**src/rtl/fifo_16to32_ctl_pkg.sv**
```systemverilog
// Shared constants and types for the 16-bit-in / 32-bit-out FIFO controller.
// Depths, pointer widths and data widths live here so the controller and its memory agree.
package fifo_16to32_ctl_pkg;

  localparam int HW_DEPTH   = 1024;  // halfword slots on the narrow port
  localparam int WORD_DEPTH = 512;   // word slots on the wide port
  localparam int WP_W       = 11;    // halfword address + wrap bit
  localparam int RP_W       = 10;    // word address + wrap bit
  localparam int HW_W       = 16;
  localparam int WORD_W     = 32;
  localparam int ADR0_W     = WP_W - 1;
  localparam int ADR1_W     = RP_W - 1;
  localparam int LEVEL_W    = WP_W;

  typedef logic [WP_W-1:0]    wp_t;
  typedef logic [RP_W-1:0]    rp_t;
  typedef logic [LEVEL_W-1:0] level_t;

  // One read pointer step frees two halfwords, so the read pointer is scaled
  // into halfword units before the modulo-2^11 difference.
  function automatic level_t fill_level(input wp_t wp, input rp_t rp);
    return level_t'(wp - {rp, 1'b0});
  endfunction

endpackage

```
**src/rtl/fifo_16to32_ctl.sv**
```systemverilog
// Width-converting FIFO controller: halfword pushes on a 1024x16 port, word pops
// on a 512x32 port of an external dual-port memory, both ports on clk.
module fifo_16to32_ctl
  import fifo_16to32_ctl_pkg::*;
#(
  parameter int MEM_LAT = 1
) (
  input  logic                 clk,
  input  logic                 rst,
  input  logic                 i_flush,
  input  logic                 i_push,
  input  logic [HW_W-1:0]      i_push_data,
  output logic                 o_full,
  input  logic                 i_pop,
  output logic                 o_empty,
  output logic                 o_pop_valid,
  output logic [WORD_W-1:0]    o_pop_data,
  output logic [LEVEL_W-1:0]   o_level,
  output logic                 o_mem_en0,
  output logic [1:0]           o_mem_wen0,
  output logic [ADR0_W-1:0]    o_mem_adr0,
  output logic [HW_W-1:0]      o_mem_wdata0,
  output logic                 o_mem_en1,
  output logic [ADR1_W-1:0]    o_mem_adr1,
  input  logic [WORD_W-1:0]    i_mem_rdata1
);

  wp_t                wp;
  rp_t                rp;
  level_t             level;
  logic               push_acc;
  logic               pop_acc;
  logic [MEM_LAT-1:0] rd_pipe;

  // Status is derived only from the registered pointers, so a pop in the same
  // cycle never frees space for a push and vice versa.
  assign level   = fill_level(wp, rp);
  assign o_level = level;
  assign o_full  = (level == level_t'(HW_DEPTH));
  assign o_empty = (level < level_t'(2));

  assign push_acc = i_push & ~o_full  & ~i_flush & ~rst;
  assign pop_acc  = i_pop  & ~o_empty & ~i_flush & ~rst;

  // NOTE: every output is assigned a default first so no path leaves a latch.
  always_comb begin
    o_mem_en0    = 1'b0;
    o_mem_wen0   = 2'b00;
    o_mem_adr0   = wp[ADR0_W-1:0];
    o_mem_wdata0 = i_push_data;
    o_mem_en1    = 1'b0;
    o_mem_adr1   = rp[ADR1_W-1:0];
    if (push_acc) begin
      o_mem_en0  = 1'b1;
      o_mem_wen0 = 2'b11;
    end
    if (pop_acc) begin
      o_mem_en1 = 1'b1;
    end
  end

  // Even halfword addresses map to the upper lane of the wide word, so the read
  // data already has the older halfword on top and passes straight through.
  assign o_pop_valid = rd_pipe[MEM_LAT-1];
  assign o_pop_data  = i_mem_rdata1;

  // NOTE: sequential state uses non-blocking assignments so every register
  // samples pre-edge values regardless of statement order.
  always_ff @(posedge clk) begin
    if (rst) begin
      wp      <= '0;
      rp      <= '0;
      rd_pipe <= '0;
    end else begin
      if (i_flush) begin
        wp <= '0;
        rp <= '0;
      end else begin
        if (push_acc) wp <= wp + wp_t'(1);
        if (pop_acc)  rp <= rp + rp_t'(1);
      end
      // A read already issued to the memory still returns across a flush.
      rd_pipe[0] <= pop_acc;
      for (int i = 1; i < MEM_LAT; i++) begin
        rd_pipe[i] <= rd_pipe[i-1];
      end
    end
  end

endmodule

```
**config.mk**
```make
export PLATFORM = sky130hd
export DESIGN_NAME = fifo_16to32_ctl
export DESIGN_NICKNAME = d
export VERILOG_FILES = /design/src/rtl/fifo_16to32_ctl_pkg.sv /design/src/rtl/fifo_16to32_ctl.sv
export SDC_FILE = /design/constraint.sdc
export NUM_CORES = 1
export LEC_CHECK = 0
export BUFFER_PORTS_ARGS = -buffer_cell sky130_fd_sc_hd__buf_2
export CAP_MARGIN = 20
export CORE_MARGIN = 1
export CORE_UTILIZATION = 40
export DETAILED_ROUTE_END_ITERATION = 8
export GPL_ROUTABILITY_DRIVEN = 0
export PLACE_DENSITY = 0.75
export SLEW_MARGIN = 10
export SYNTH_ARGS = -nofsm -noshare
export SYNTH_HDL_FRONTEND = slang
export SYNTH_SLANG_ARGS = --single-unit
```
**constraint.sdc**
```tcl
create_clock -name clk -period 8.8 [get_ports clk]
set_input_delay 0.88 -clock clk [delete_from_list [all_inputs] [get_ports clk]]
set_output_delay 0.88 -clock clk [all_outputs]
set_load 0.05 [all_outputs]
```
## Word level (Yosys, flattened, before mapping)

Index checks and enable logic that the tools add are counted.

- Register bits after elaboration: 22
- Input port bits: 53
- Output and inout bits: 85
- Word-level logic and storage cells: 22

- Add/subtract/negate cells: 3
- Order comparisons: 1
- Eq/ne operators: 1
- Multiplexer cells: 3
- Bitwise logic cells: 10
- Reduce and logical (&&, ||, !) cells: 1

Operator list:

| cell | number |
|---|---|
| $add 11x1->11 const B | 1 |
| $eq 11x11->1 const B | 1 |
| $lt 11x2->1 const B | 1 |
| $sub 11x11->11 | 1 |
| $add 10x1->10 const B | 1 |
| $and 1x1->1 | 6 |
| $not 1->1 | 4 |
| $mux 1 | 2 |
| $mux 2 | 1 |
| $reduce_or 2->1 | 1 |

## Logic depth before layout (Yosys ltp)

- Depth in word-level cells: 7
- Mapped depth: 14
- Gate-level depth less buffers: 11

## Least setup slack after synthesis

OpenSTA, ideal clock, no wires.

- Path kind: register to output
- Start point: register wp[1]
- End point: output port o_mem_wen0[0]
- Arrival: 3908 ps
- Data required time: 7920 ps
- Path slack: 4012 ps
- Stages on the path, launching flop included: 13
- Buffers on the path: 2
- Path through: dfxtp_1 -> inv_1 -> ha_1 -> fa_1 -> nor2b_1 -> o211ai_1 -> o2bb2ai_1 -> xnor2_1 -> nand4bb_2 -> o31ai_4 -> buf_6 -> nor2_1 -> buf_4

- Word-level cells in the longest chain between the ends: 7

Ends and longest elaborated chain:

| what | line | text |
|---|---|---|
| from (decl) | fifo_16to32_ctl.sv:28 | `wp_t wp;` |
| from (signal assigned) | fifo_16to32_ctl.sv:79 | `if (push_acc) wp <= wp + wp_t'(1);` |
| $sub 11x11->11 | fifo_16to32_ctl_pkg.sv:22 | `return level_t'(wp - {rp, 1'b0});` |
| via o_level[9] | fifo_16to32_ctl.sv:18 | `output logic [LEVEL_W-1:0] o_level,` |
| $eq 11x11->1 | fifo_16to32_ctl.sv:39 | `assign o_full = (level == level_t'(HW_DEPTH));` |
| $not 1->1 | fifo_16to32_ctl.sv:42 | `assign push_acc = i_push & ~o_full & ~i_flush & ~rst;` |
| $and 1x1->1 (3 in a row) | fifo_16to32_ctl.sv:42 |  |
| $mux 2 | fifo_16to32_ctl.sv:53 | `if (push_acc) begin` |
| to (decl) | fifo_16to32_ctl.sv:20 | `output logic [1:0] o_mem_wen0,` |

The timed path passes the listed nets, and every way through them passes these cells.

## Worst setup path in the final report

- Start point: register rp[4]
- End point: output port o_mem_en1

- Word-level cells in the longest chain between the ends: 7

Ends and longest elaborated chain:

| what | line | text |
|---|---|---|
| from (decl) | fifo_16to32_ctl.sv:29 | `rp_t rp;` |
| from (signal assigned) | fifo_16to32_ctl.sv:80 | `if (pop_acc) rp <= rp + rp_t'(1);` |
| $sub 11x11->11 | fifo_16to32_ctl_pkg.sv:22 |  |
| $lt 11x2->1 | fifo_16to32_ctl.sv:40 | `assign o_empty = (level < level_t'(2));` |
| $not 1->1 | fifo_16to32_ctl.sv:43 | `assign pop_acc = i_pop & ~o_empty & ~i_flush & ~rst;` |
| $and 1x1->1 (3 in a row) | fifo_16to32_ctl.sv:43 |  |
| $mux 1 | fifo_16to32_ctl.sv:57 | `if (pop_acc) begin` |
| to (decl) | fifo_16to32_ctl.sv:23 | `output logic o_mem_en1,` |

Every way passes these cells.

==> results.sh <==
export IMPL_dp_slack_ns=4.69
export IMPL_leakage_nw=0.779
export IMPL_status="finished, final reports clean"
export IMPL_grt_overflow_total=0
export IMPL_initial_core_util=0.421
export IMPL_finalHoldViolations=0
export IMPL_grt_pass1_vias=1486
export IMPL_critPathLaunchType="register"
export IMPL_synthXorXnorAreaFrac=0.0434
export IMPL_core_um2=5200
export IMPL_clkLatencyLatePin_ns=0.26
export IMPL_fin_skew_ns=0.00524
export IMPL_worstPathMaxFanout=21
export IMPL_grt_pass1_wl_mm=7.01
export IMPL_cts_made_buffers=3
export IMPL_synth_compound_area_share=0.203
export IMPL_routed_wl_mm=4.26
export IMPL_multi_input_area_um2=1100
export IMPL_crit_type="reg2out"
export IMPL_synth_edf_count=0
export IMPL_fin_util=0.372
export IMPL_clkSlewWorstSetupHoldPaths_ns=0.07
export IMPL_syn_area_um2=2190
export IMPL_vias=1628
export IMPL_period_needed_ns=4.41
export IMPL_syn_inst=270
export IMPL_synth_top_area_cell="buf_4"
export IMPL_end_kind="output port"
export IMPL_ff_latch_area_um2=440
export IMPL_first_iter_violations=110
export IMPL_rsz0062_at_grt="false"
export IMPL_holdWs_ns=0.500
export IMPL_yosysMostFrequentCell="buf_4"
export IMPL_yosysTopAreaCellShare=0.240
export IMPL_slowest_delay_ns=0.70
export IMPL_synth_area_per_cell_um2=8.12
export IMPL_place_hpwl_mm=3.35
export IMPL_layout_cells_non_filler=306
export IMPL_tns_ns=0
export IMPL_crit_arrival_ns=3.53
export IMPL_io_buffer_count=41
export IMPL_synth_ff_type="dfxtp_1"
export IMPL_fill_cells=560
export IMPL_ys_ff_latch=22
export IMPL_yosysWarningCount=0
export IMPL_cts_tree="done"
export IMPL_yosysSeqAreaShare=0.201
export IMPL_finalCritPeriodShare=0.501
export IMPL_ant_nets=0
export IMPL_slew_headroom=0.443
export IMPL_antenna_found_initial=0
export IMPL_yosys_top_cells_area="buf_4 (24%), dfxtp_1 (20%), ha_1 (6.3%)"
export IMPL_cp_cell_sequence="inv_1, ha_1, a21o_1, a31o_1, or3_4, a2111oi_4, nand4bb_2, o21ai_2, nor2_1, buf_2"
export IMPL_required_ns=7.92
export IMPL_setup_viol=0
export IMPL_cellPowerDensity_nw_per_um2=181
export IMPL_grt_usage=0.146
export IMPL_dr_pass1_iters=4
export IMPL_antenna_cells=0
export IMPL_hold_path_class="reg2reg"
export IMPL_dpl_cell_count=303
export IMPL_chipWidth_um=76.1
export IMPL_synthTopCellsByCount="buf_4 (70), dfxtp_1 (22), a21oi_1 (16), inv_1 (16), nor2_1 (15)"
export IMPL_drive_gt1_frac=0.267
export IMPL_yosys_mux_area_fraction=0
export IMPL_synth_cell_types=47
export IMPL_std_cell_rows=26
export IMPL_slew_violations=0
export IMPL_path_buf_inv=2
export IMPL_grt_max_degree=25
export IMPL_cts_root_buf="clkbuf_8"
export IMPL_cp_slowest_cell="o21ai_2"
export IMPL_fmax_mhz=227
export IMPL_drt_drc_violations_left=0
export IMPL_cp_top_family="compound AO/OA/AOI/OAI gates"
export IMPL_vdd_ir_drop_max_mv=0.0776
export IMPL_ios=138
export IMPL_dieArea_um2=5780
export IMPL_ctsResizeCount=0
export IMPL_synth_fp_nets=335
export IMPL_synth_adder_area_share=0.0719
export IMPL_synth_simple_area_share=0.183
export IMPL_htree_levels=1
export IMPL_ctsHoldBuffers=0
export IMPL_fin_nets=303
export IMPL_cts_num_sinks=22
export IMPL_die_h_um=76.1
export IMPL_tightest_slew_ns=0.836
export IMPL_clockBufferDepth=2
export IMPL_via_per_inst=5.32
export IMPL_synth_top_family_by_area="buffers and inverters"
export IMPL_post_cts_buffers=0
export IMPL_wl_per_cell_um=13.9
export IMPL_drv_cap=0
export IMPL_setup_ws_ns=4.39
export IMPL_postSynth_asyncResetShare=0
export IMPL_area_delta_synth_final_pct=-11.6
cells by family (layout without fill, tap and decap cells):
group | Yosys count | in the layout
buffers and inverters | 95 | 61
AND/OR/NAND/NOR | 73 | 73
AO/OA/AOI/OAI | 58 | 58
flip-flops | 22 | 22
adder cells (fa/ha/maj) | 12 | 12
XOR/XNOR | 10 | 10
tightest hold or removal path, stage by stage (launching register included):
cell	delay (ns)
dfxtp_1	0.34
o21ai_2	0.07
a21oi_2	0.04
worst paths after layout:
path         startpoint        end  slack, ns  cells after the start
min               rp[4]      rp[4]       0.50                      2
max reg2reg       rp[4]      rp[8]       5.41                     10
max               rp[4]  o_mem_en1       4.39                     10
min reg2reg       rp[4]      rp[4]       0.50                      2
layout make-up:
| type | instances | share of cell area |
|---|---|---|
| timing repair buffer | 41 | 0.106 |
| sequential | 22 | 0.227 |
| inverter | 17 | 0.0329 |
| tap | 70 | 0.0452 |
| clock buffer | 3 | 0.0213 |
| multi-input combinational | 153 | 0.567 |
state kept, by name (all words and copies together) (netlist names):
| register | count |
|---|---|
| wp | 11 |
| rp | 10 |
| o_pop_valid | 1 |
per-layer routing:
layer  global-route usage  part of all wire
met3               0.0251             0.068
met1                0.190              0.47
met2                0.243              0.45
met4               0.0481            0.0080
met5                    0                 0
power breakdown:
part | internal, mW | switching, mW
sequential | 0.102 | 0.00320
combinational | 0.0493 | 0.135
clock | 0.0305 | 0.0307
layout by cell type (no fill, tap or decap), types with 2 or more instances in the layout:
cell type,netlist,final
buf_2,0,41
dfxtp_1,22,22
a21oi_1,16,16
inv_1,16,16
nor2_1,15,15
or3_1,13,13
nand3_1,12,12
ha_1,11,11
nand2_1,10,10
o21ai_1,9,9
xor2_1,6,6
o21ai_0,5,5
or4_1,5,5
a21oi_2,5,5
nand4_1,4,4
o21ai_2,4,4
xnor2_1,3,3
nor3_1,3,3
o31ai_1,3,3
clkbuf_8,0,3
nor2b_1,2,2
o2111ai_1,2,2
a2111oi_4,2,2
o21a_1,2,2
nand2b_1,2,2
metrics by stage:
step	instance area [µm²]	power, mW
floorplan	2190	0.330
global placement	1900	0.289
detailed placement	1900	0.291
CTS	1940	0.353
global route	1940	0.368
finish	1940	0.350
Power figures use the tool's default switching activity.
